**src/rtl/imem_loader_pkg.sv**
```systemverilog
// Shared definitions for the instruction-memory loader and any matching stream transmitter.
package imem_loader_pkg;

  typedef enum logic [2:0] {
    IDLE,
    LEN_HI,
    LEN_LO,
    DATA,
    CSUM,
    DONE,
    ERR
  } state_t;

  localparam int BYTES_PER_WORD = 4;

  // Order of fields on the wire: word count (big-endian), payload words MSB first, XOR checksum.
  typedef enum logic [1:0] {
    FIELD_LEN_HI,
    FIELD_LEN_LO,
    FIELD_PAYLOAD,
    FIELD_CSUM
  } frame_field_t;

  function automatic logic [7:0] csum_step(input logic [7:0] acc, input logic [7:0] b);
    return acc ^ b;
  endfunction

endpackage

```
**src/rtl/imem_word_assembler.sv**
```systemverilog
// Shifts payload bytes into a big-endian word, tracks byte position and the running XOR checksum.
module imem_word_assembler
  import imem_loader_pkg::*;
(
  input  logic        clk,
  input  logic        rst_n,
  input  logic        clear,
  input  logic        shift,
  input  logic [7:0]  data_byte,
  output logic [31:0] word_next,
  output logic        last_byte,
  output logic [7:0]  csum
);

  logic [23:0] word;
  logic [1:0]  idx;

  // word_next is the completed word when the final byte of a word is being accepted.
  assign word_next = {word, data_byte};
  assign last_byte = (idx == 2'(BYTES_PER_WORD - 1));

  always_ff @(posedge clk) begin
    if (!rst_n || clear) begin
      word <= '0;
      idx  <= '0;
      csum <= '0;
    end else if (shift) begin
      word <= word_next[23:0];
      idx  <= idx + 2'd1;
      csum <= csum_step(csum, data_byte);
    end
  end

endmodule

```
**src/rtl/imem_loader.sv**
```systemverilog
// Loads a framed byte stream into instruction memory as 32-bit words and verifies its checksum.
module imem_loader
  import imem_loader_pkg::*;
#(
  parameter int ADDR_W = 7,
  parameter int DATA_W = 32
) (
  input  logic              clk,
  input  logic              rst_n,
  input  logic              start,
  input  logic [7:0]        in_byte,
  input  logic              in_valid,
  output logic              in_ready,
  output logic              wr_en,
  output logic [ADDR_W-1:0] wr_addr,
  output logic [DATA_W-1:0] wr_data,
  output logic              busy,
  output logic              done,
  output logic              error,
  output logic [ADDR_W:0]   words_loaded
);

  localparam int DEPTH = 1 << ADDR_W;

  state_t      state;
  logic [15:0] len;
  logic [15:0] len_word;
  logic        accept;
  logic        start_ok;
  logic        shift;
  logic [31:0] word_next;
  logic        last_byte;
  logic [7:0]  csum;

  // No byte is taken in the cycle a word is being written out.
  assign in_ready = (state == LEN_HI) || (state == LEN_LO) || (state == CSUM) ||
                    ((state == DATA) && !wr_en);
  assign accept   = in_valid && in_ready;
  assign start_ok = start && ((state == IDLE) || (state == DONE) || (state == ERR));
  assign shift    = accept && (state == DATA);
  assign len_word = {len[15:8], in_byte};

  imem_word_assembler u_asm (
    .clk       (clk),
    .rst_n     (rst_n),
    .clear     (start_ok),
    .shift     (shift),
    .data_byte (in_byte),
    .word_next (word_next),
    .last_byte (last_byte),
    .csum      (csum)
  );

  always_ff @(posedge clk) begin
    if (!rst_n) begin
      state        <= IDLE;
      len          <= '0;
      wr_en        <= 1'b0;
      wr_addr      <= '0;
      wr_data      <= '0;
      busy         <= 1'b0;
      done         <= 1'b0;
      error        <= 1'b0;
      words_loaded <= '0;
    end else begin
      wr_en <= 1'b0;
      case (state)
        IDLE, DONE, ERR: begin
          if (start) begin
            state        <= LEN_HI;
            len          <= '0;
            busy         <= 1'b1;
            done         <= 1'b0;
            error        <= 1'b0;
            words_loaded <= '0;
          end
        end
        LEN_HI: begin
          if (accept) begin
            len[15:8] <= in_byte;
            state     <= LEN_LO;
          end
        end
        LEN_LO: begin
          if (accept) begin
            len <= len_word;
            if (32'(len_word) > 32'(DEPTH)) begin
              state <= ERR;
              error <= 1'b1;
              busy  <= 1'b0;
            end else if (len_word == 16'd0) begin
              state <= CSUM;
            end else begin
              state <= DATA;
            end
          end
        end
        DATA: begin
          // The move to CSUM happens after the write cycle so in_ready stays low during it.
          if (wr_en) begin
            if (words_loaded == len[ADDR_W:0]) state <= CSUM;
          end else if (shift && last_byte) begin
            wr_en        <= 1'b1;
            wr_addr      <= words_loaded[ADDR_W-1:0];
            wr_data      <= DATA_W'(word_next);
            words_loaded <= words_loaded + (ADDR_W+1)'(1);
          end
        end
        CSUM: begin
          if (accept) begin
            busy <= 1'b0;
            if (in_byte == csum) begin
              state <= DONE;
              done  <= 1'b1;
            end else begin
              state <= ERR;
              error <= 1'b1;
            end
          end
        end
        default: state <= IDLE;
      endcase
    end
  end

endmodule
```
**config.mk**
```make
export PLATFORM = sky130hd
export DESIGN_NAME = imem_loader
export DESIGN_NICKNAME = d
export VERILOG_FILES = /design/src/rtl/imem_loader_pkg.sv /design/src/rtl/imem_word_assembler.sv /design/src/rtl/imem_loader.sv
export SDC_FILE = /design/constraint.sdc
export NUM_CORES = 1
export LEC_CHECK = 0
export ABC_CLOCK_PERIOD_IN_PS = 2800
export BUFFER_PORTS_ARGS = -buffer_cell sky130_fd_sc_hd__buf_2
export CORE_MARGIN = 3
export CORE_UTILIZATION = 50
export CTS_CLUSTER_DIAMETER = 50
export DETAILED_ROUTE_END_ITERATION = 10
export PLACE_DENSITY = 0.69
export SYNTH_ARGS = -nofsm -noshare
export SYNTH_HDL_FRONTEND = slang
export SYNTH_SLANG_ARGS = --single-unit
```
**constraint.sdc**
```tcl
create_clock -name clk -period 2.8 [get_ports clk]
set_clock_uncertainty 0.1 [all_clocks]
set_input_delay 0.56 -clock clk [delete_from_list [all_inputs] [get_ports clk]]
set_output_delay 0.56 -clock clk [all_outputs]
set_load 0.02 [all_outputs]
```
; ---- Word-level counts from Yosys, hierarchy flattened
; Cells that the tools add are included.
[op_classes]
add_sub_neg = 2
order_cmp = 1
eq_ne = 20
n_mux = 34
bitwise = 5
n_reduce_logical = 30
[op_table]
columns = op, n
row1 = 2-to-1 mux 8 bit, 5
row2 = one-hot mux 8 bit (2 select lines), 2
row3 = 2-to-1 mux 3 bit, 8
row4 = one-hot mux 8 bit (3 select lines), 1
row5 = == test 8 bit, 2
row6 = "greater-than comparator 16 x 8 -> 1 bit, second input constant", 1
row7 = zero test 16 bit, 1
row8 = 2-to-1 mux 16 bit, 1
row9 = one-hot mux 3 bit (5 select lines), 1
row10 = "!= test 2 bit, second input constant", 7
row11 = 2-to-1 mux 1 bit, 12
row12 = AND reduction 4 bit, 3
row13 = AND reduction 6 bit, 2
row14 = "== test 3 bit, second input constant", 3
row15 = "adder 8 x 1 -> 8 bit, second input constant", 1
row16 = "!= test 2 x 1 -> 1 bit, second input constant", 4
row17 = nonzero test 2 bit, 4
row18 = XOR 8 bit, 1
row19 = "== test 3 x 2 -> 1 bit, second input constant", 2
row20 = logical OR 1 bit, 6
row21 = one-hot mux 1 bit (3 select lines), 2
row22 = AND reduction 3 bit, 2
row23 = OR reduction 3 bit, 2
row24 = logical AND 1 bit, 5
row25 = 10 further kinds, 14
[word_totals]
regBits = 104
inputBits = 12
out_inout_bits = 52
word_cells = 105

; ---- Depth between registers and ports, before layout
[logic_depth]
word_depth = 10
mapped_depth = 8
ltp_nobuf = 5

; ---- Hierarchy
; From an unflattened synthesis, not the netlist that was laid out.
[hier_totals]
cells_unflattened = 516
hier_area_um2 = 4501.8
[modules_own_cells]
columns = module, n_inst, cells_each, area_per_inst_um2, seq_area_each_um2
row1 = imem_loader, 1, 387, 3078.0, 1401.3
row2 = imem_word_assembler, 1, 129, 1423.9, 680.7

; ---- Worst setup path before layout
; Ideal clock, no wire load.
[synth_path]
path_kind = input-to-reg
startpoint = in in_byte[3]
endpoint = reg error
setup_time_ns = 0.115
t_arrival_ns = 1.834
required_ns = 2.585
slack_ns = 0.751
cell_stages = 4
path_buffers = 0
cell_sequence = or4_4 > o41a_1 > o31a_1 > o21a_1
[synth_via]
elab_chain_cells = 3
word_cells_on_any_way = 5
cone_classes = 1 x order compare / 3 x eq/ne / 1 x reduce/logical
[synth_lines]
columns = element, line
row1 = "start, declared", imem_loader.sv:11  ; input logic [7:0] in_byte,
row2 = greater-than comparator 16 x 8 -> 1 bit / == test 8 bit (equally long branches), "imem_loader.sv:87, imem_loader.sv:112"
row3 = != test 2 x 1 -> 1 bit (no source line) / != test 2 bit (equally long branches), -
row4 = AND reduction 6 bit (no source line) (*), -
row5 = "end signal, assigned", imem_loader.sv:74  ; error <= 1'b0;
row6 = "end signal, assigned", imem_loader.sv:89  ; error <= 1'b1;
row7 = "end signal, assigned", imem_loader.sv:117  ; error <= 1'b1;
row8 = "end, declared", imem_loader.sv:19  ; output logic error,
; Every way passes the cells marked *; elsewhere a longest branch is shown, timed or not.
; A chain may end at the register's enable or synchronous reset.

; ---- Final worst setup path
[layout_path]
startpoint = reg state[1]
endpoint = out in_ready
[layout_via]
elab_chain_cells = 4
word_cells_on_any_way = 8
cone_classes = 4 x eq/ne / 4 x reduce/logical
[layout_lines]
columns = element, line
row1 = "start, declared", imem_loader.sv:25  ; state_t state;
row2 = "start signal, assigned", imem_loader.sv:56  ; state <= IDLE;
row3 = "start signal, assigned", imem_loader.sv:70  ; state <= LEN_HI;
row4 = "start signal, assigned", imem_loader.sv:81  ; state <= LEN_LO;
row5 = == test 3 x 1 -> 1 bit / == test 3 x 2 -> 1 bit (equally long branches), imem_loader.sv:36  ; assign in_ready = (state == LEN_HI) || (state == LEN_LO) || (state == CSUM) ||
row6 = logical OR 1 bit (2 in a row), imem_loader.sv:36
row7 = logical OR 1 bit (*), imem_loader.sv:36
row8 = "end, declared", imem_loader.sv:13  ; output logic in_ready,
; Marked as above.

==> results.ini <==
[hold_path]
hold_path_end=state[0]
min_path_cells=3
hp-start=rst_n
hold_class=in2reg

[synthesis]
ys_seq_elements=104
synth_edf_count=0
ys_warn_count=0
syn_nets=550
syn_avg_cell_area_um2=7.98
syn_area_um2=4280
syn_inst=536
async_flop_share=0
ys.flop_type=dfxtp_1
yosysSeqAreaShare=0.487
synth_cell_type_count=46

[power_and_ir_drop]
combinationalPowerShare=0.259
seqPwrFrac=0.469
p_leak_nw=1.84
power_density_nw_per_um2=725
intPower_mw=2.31
clkPwrFrac=0.272
swShare=0.338
max-vdd-ir-drop_mv=0.397
power.switching_mw=1.18

[worst_setup_path]
critPathKind=reg2out
reg2reg_setup_slack_ns=0.63
r2r_cells=6
crit_fanout=16
cp-start-kind=flip-flop
rr_startpoint=state[1]
cp_data_arrival_time_ns=1.77
endpoint_kind=primary output
cp.required_ns=2.14
reg2reg_to=len[2]

[sta]
tightestPinTransition_ns=0.618
fmax_ghz=0.412
period_share=0.868
hold_viol=0
fin_hold_ws_ns=0.356
tns_ns=0
period_minus_slack_ns=2.43
rsz0062_at_grt=no
report.final.slew_viol_count=0
setup_viol=0
max-slew-margin-rel=0.588

[layout]
fillers=761
fin_cells=688
antenna_cells=0
drive_gt1_frac=0.160
final_util=0.584
layout_commonest_cell=nand2_1
area_growth_pct=12.7
seqCellArea_um2=2080
final_cell_mix=nand2_1 (157), dfxtp_1 (104), a21oi_1 (91)
multiInputGateArea_um2=2000
finalNetCount=592

[drt]
vias=3758
drc=0
drtIter0Drc=225
routed_wl_um=10400
wl_per_cell_um=15.1
routed_via_density=5.46
ant_nets=0
dr.pass1.iters=5

[global_routing]
grt_use_total=0.217
antenna_found_initial=0
grt_pass1_wl_um=17100
grt_pass1_vias=3450
grt_max_degree=59
grt-ovfl-total=0

[placement]
place.gp.congestion=0.918
dp_hpwl_um=7340
numPlacedInstances=672
port_buffers=63

[clock_tree]
clk_pin_slew_ns=0.10
cts_tree=yes
clockBufferDepth=2
cts_resized=0
clockRootBuffer=clkbuf_8
clock_latency_ns=0.35
htree_levels=3
cts_setup_buffers=0
ctsHoldBuffers=0
cts_made_buffers=9
clkSinkCount=104

[floorplan]
pin_count=64
row_count=33
die_w_um=98.5
design.die.area_um2=9700
start_util=0.518
die-height_um=98.5
core_um2=8260

[flow_run]
drv_cap=0

[status]
status=complete, no violations

power by group through the flow:
stage	logic [mW]	registers (mW)	clock network (mW)
2_1_floorplan	0.696	1.66	0
3_3_place_gp	0.891	1.67	0
3_5_place_dp	0.891	1.67	0
4_1_cts	0.896	1.64	0.981
5_1_grt	0.997	1.65	1.04
6_report	0.904	1.64	0.950
kinds of logic after synthesis:
| kind of cell | count (synthesis) | share of synthesized area |
|---|---|---|
| simple gates | 236 | 0.248 |
| flops | 104 | 0.487 |
| compound gates | 116 | 0.147 |
| fa+ha+maj | 2 | 0.00585 |
| mux | 4 | 0.00965 |
| buf+inv | 46 | 0.0462 |
| xor+xnor | 28 | 0.0573 |
layout make-up:
type	count	area share
clock buffer	10	0.0265
clock inverter	6	0.0158
inverter	4	0.00312
multi-input combinational	386	0.414
sequential	104	0.432
tap	105	0.0273
timing repair buffer	73	0.0810
sequential cells by signal (all words and copies together) (netlist names):
| name | count |
|---|---|
| done | 1 |
| wr_addr | 7 |
| wr_en | 1 |
| len | 16 |
| u_asm.word | 24 |
| error | 1 |
| u_asm.csum | 8 |
| state | 3 |
| u_asm.idx | 2 |
| wr_data | 32 |
| words_loaded | 8 |
| busy | 1 |
critical path, stage by stage (launching register included):
cell and delay, ns:
dfxtp_1 0.47, nor2_1 0.26, nand2_1 0.13, nor2b_1 0.14, a31oi_1 0.20, buf_2 0.21
metal layers:
layer  global-route usage  vias up  wire, µm
met5                    0        -         0
met4               0.0851        0       150
met3               0.0460       14       682
met2                0.334      110      4700
met1                0.301     1762      4880
li1                     -     1872         -
synth_stat cells (2+ instances only):
library cell	n	share of area
inv_1	4	0.0035
o21ai_0	9	0.011
o22ai_1	2	0.0029
o31ai_1	2	0.0035
buf_2	11	0.013
nor2b_1	2	0.0029
ha_1	2	0.0059
and3_1	3	0.0044
xnor2_1	10	0.020
or3_1	5	0.0073
mux2i_1	3	0.0070
dfxtp_1	104	0.49
nand3_1	15	0.018
nor4_1	5	0.0073
and2_1	2	0.0029
a21oi_1	91	0.11
clkbuf_1	28	0.025
nor2_1	20	0.018
nand4_1	4	0.0059
nand2b_1	4	0.0059
nand2_1	157	0.14
nand3b_1	8	0.014
and4_1	3	0.0061
xor2_1	18	0.037
or4_1	2	0.0035
a31oi_1	2	0.0029
metrics by stage:
step           setup WS, ns  instance area [µm²]  power [mW]
2_1_floorplan         0.751                 4280        2.36
3_3_place_gp          0.556                 4620        2.56
3_5_place_dp          0.530                 4620        2.56
4_1_cts               0.376                 4820        3.51
5_1_grt               0.236                 4820        3.69
6_report              0.370                 4820        3.49
how the worst max path moves through the flow:
| stage | start | to | slack (ns) | depth (start not counted) |
|---|---|---|---|---|
| after global routing | state[1] | in_ready | 0.24 | 5 |
| after global placement | in_byte[3] | state[2] | 0.56 | 6 |
| after CTS | state[1] | in_ready | 0.38 | 5 |
| final | state[1] | in_ready | 0.37 | 5 |
| after detailed placement | in_byte[3] | state[2] | 0.53 | 6 |
| after floorplan | in_byte[3] | error | 0.75 | 4 |
No activity file was read; power rests on OpenSTA's default activity.
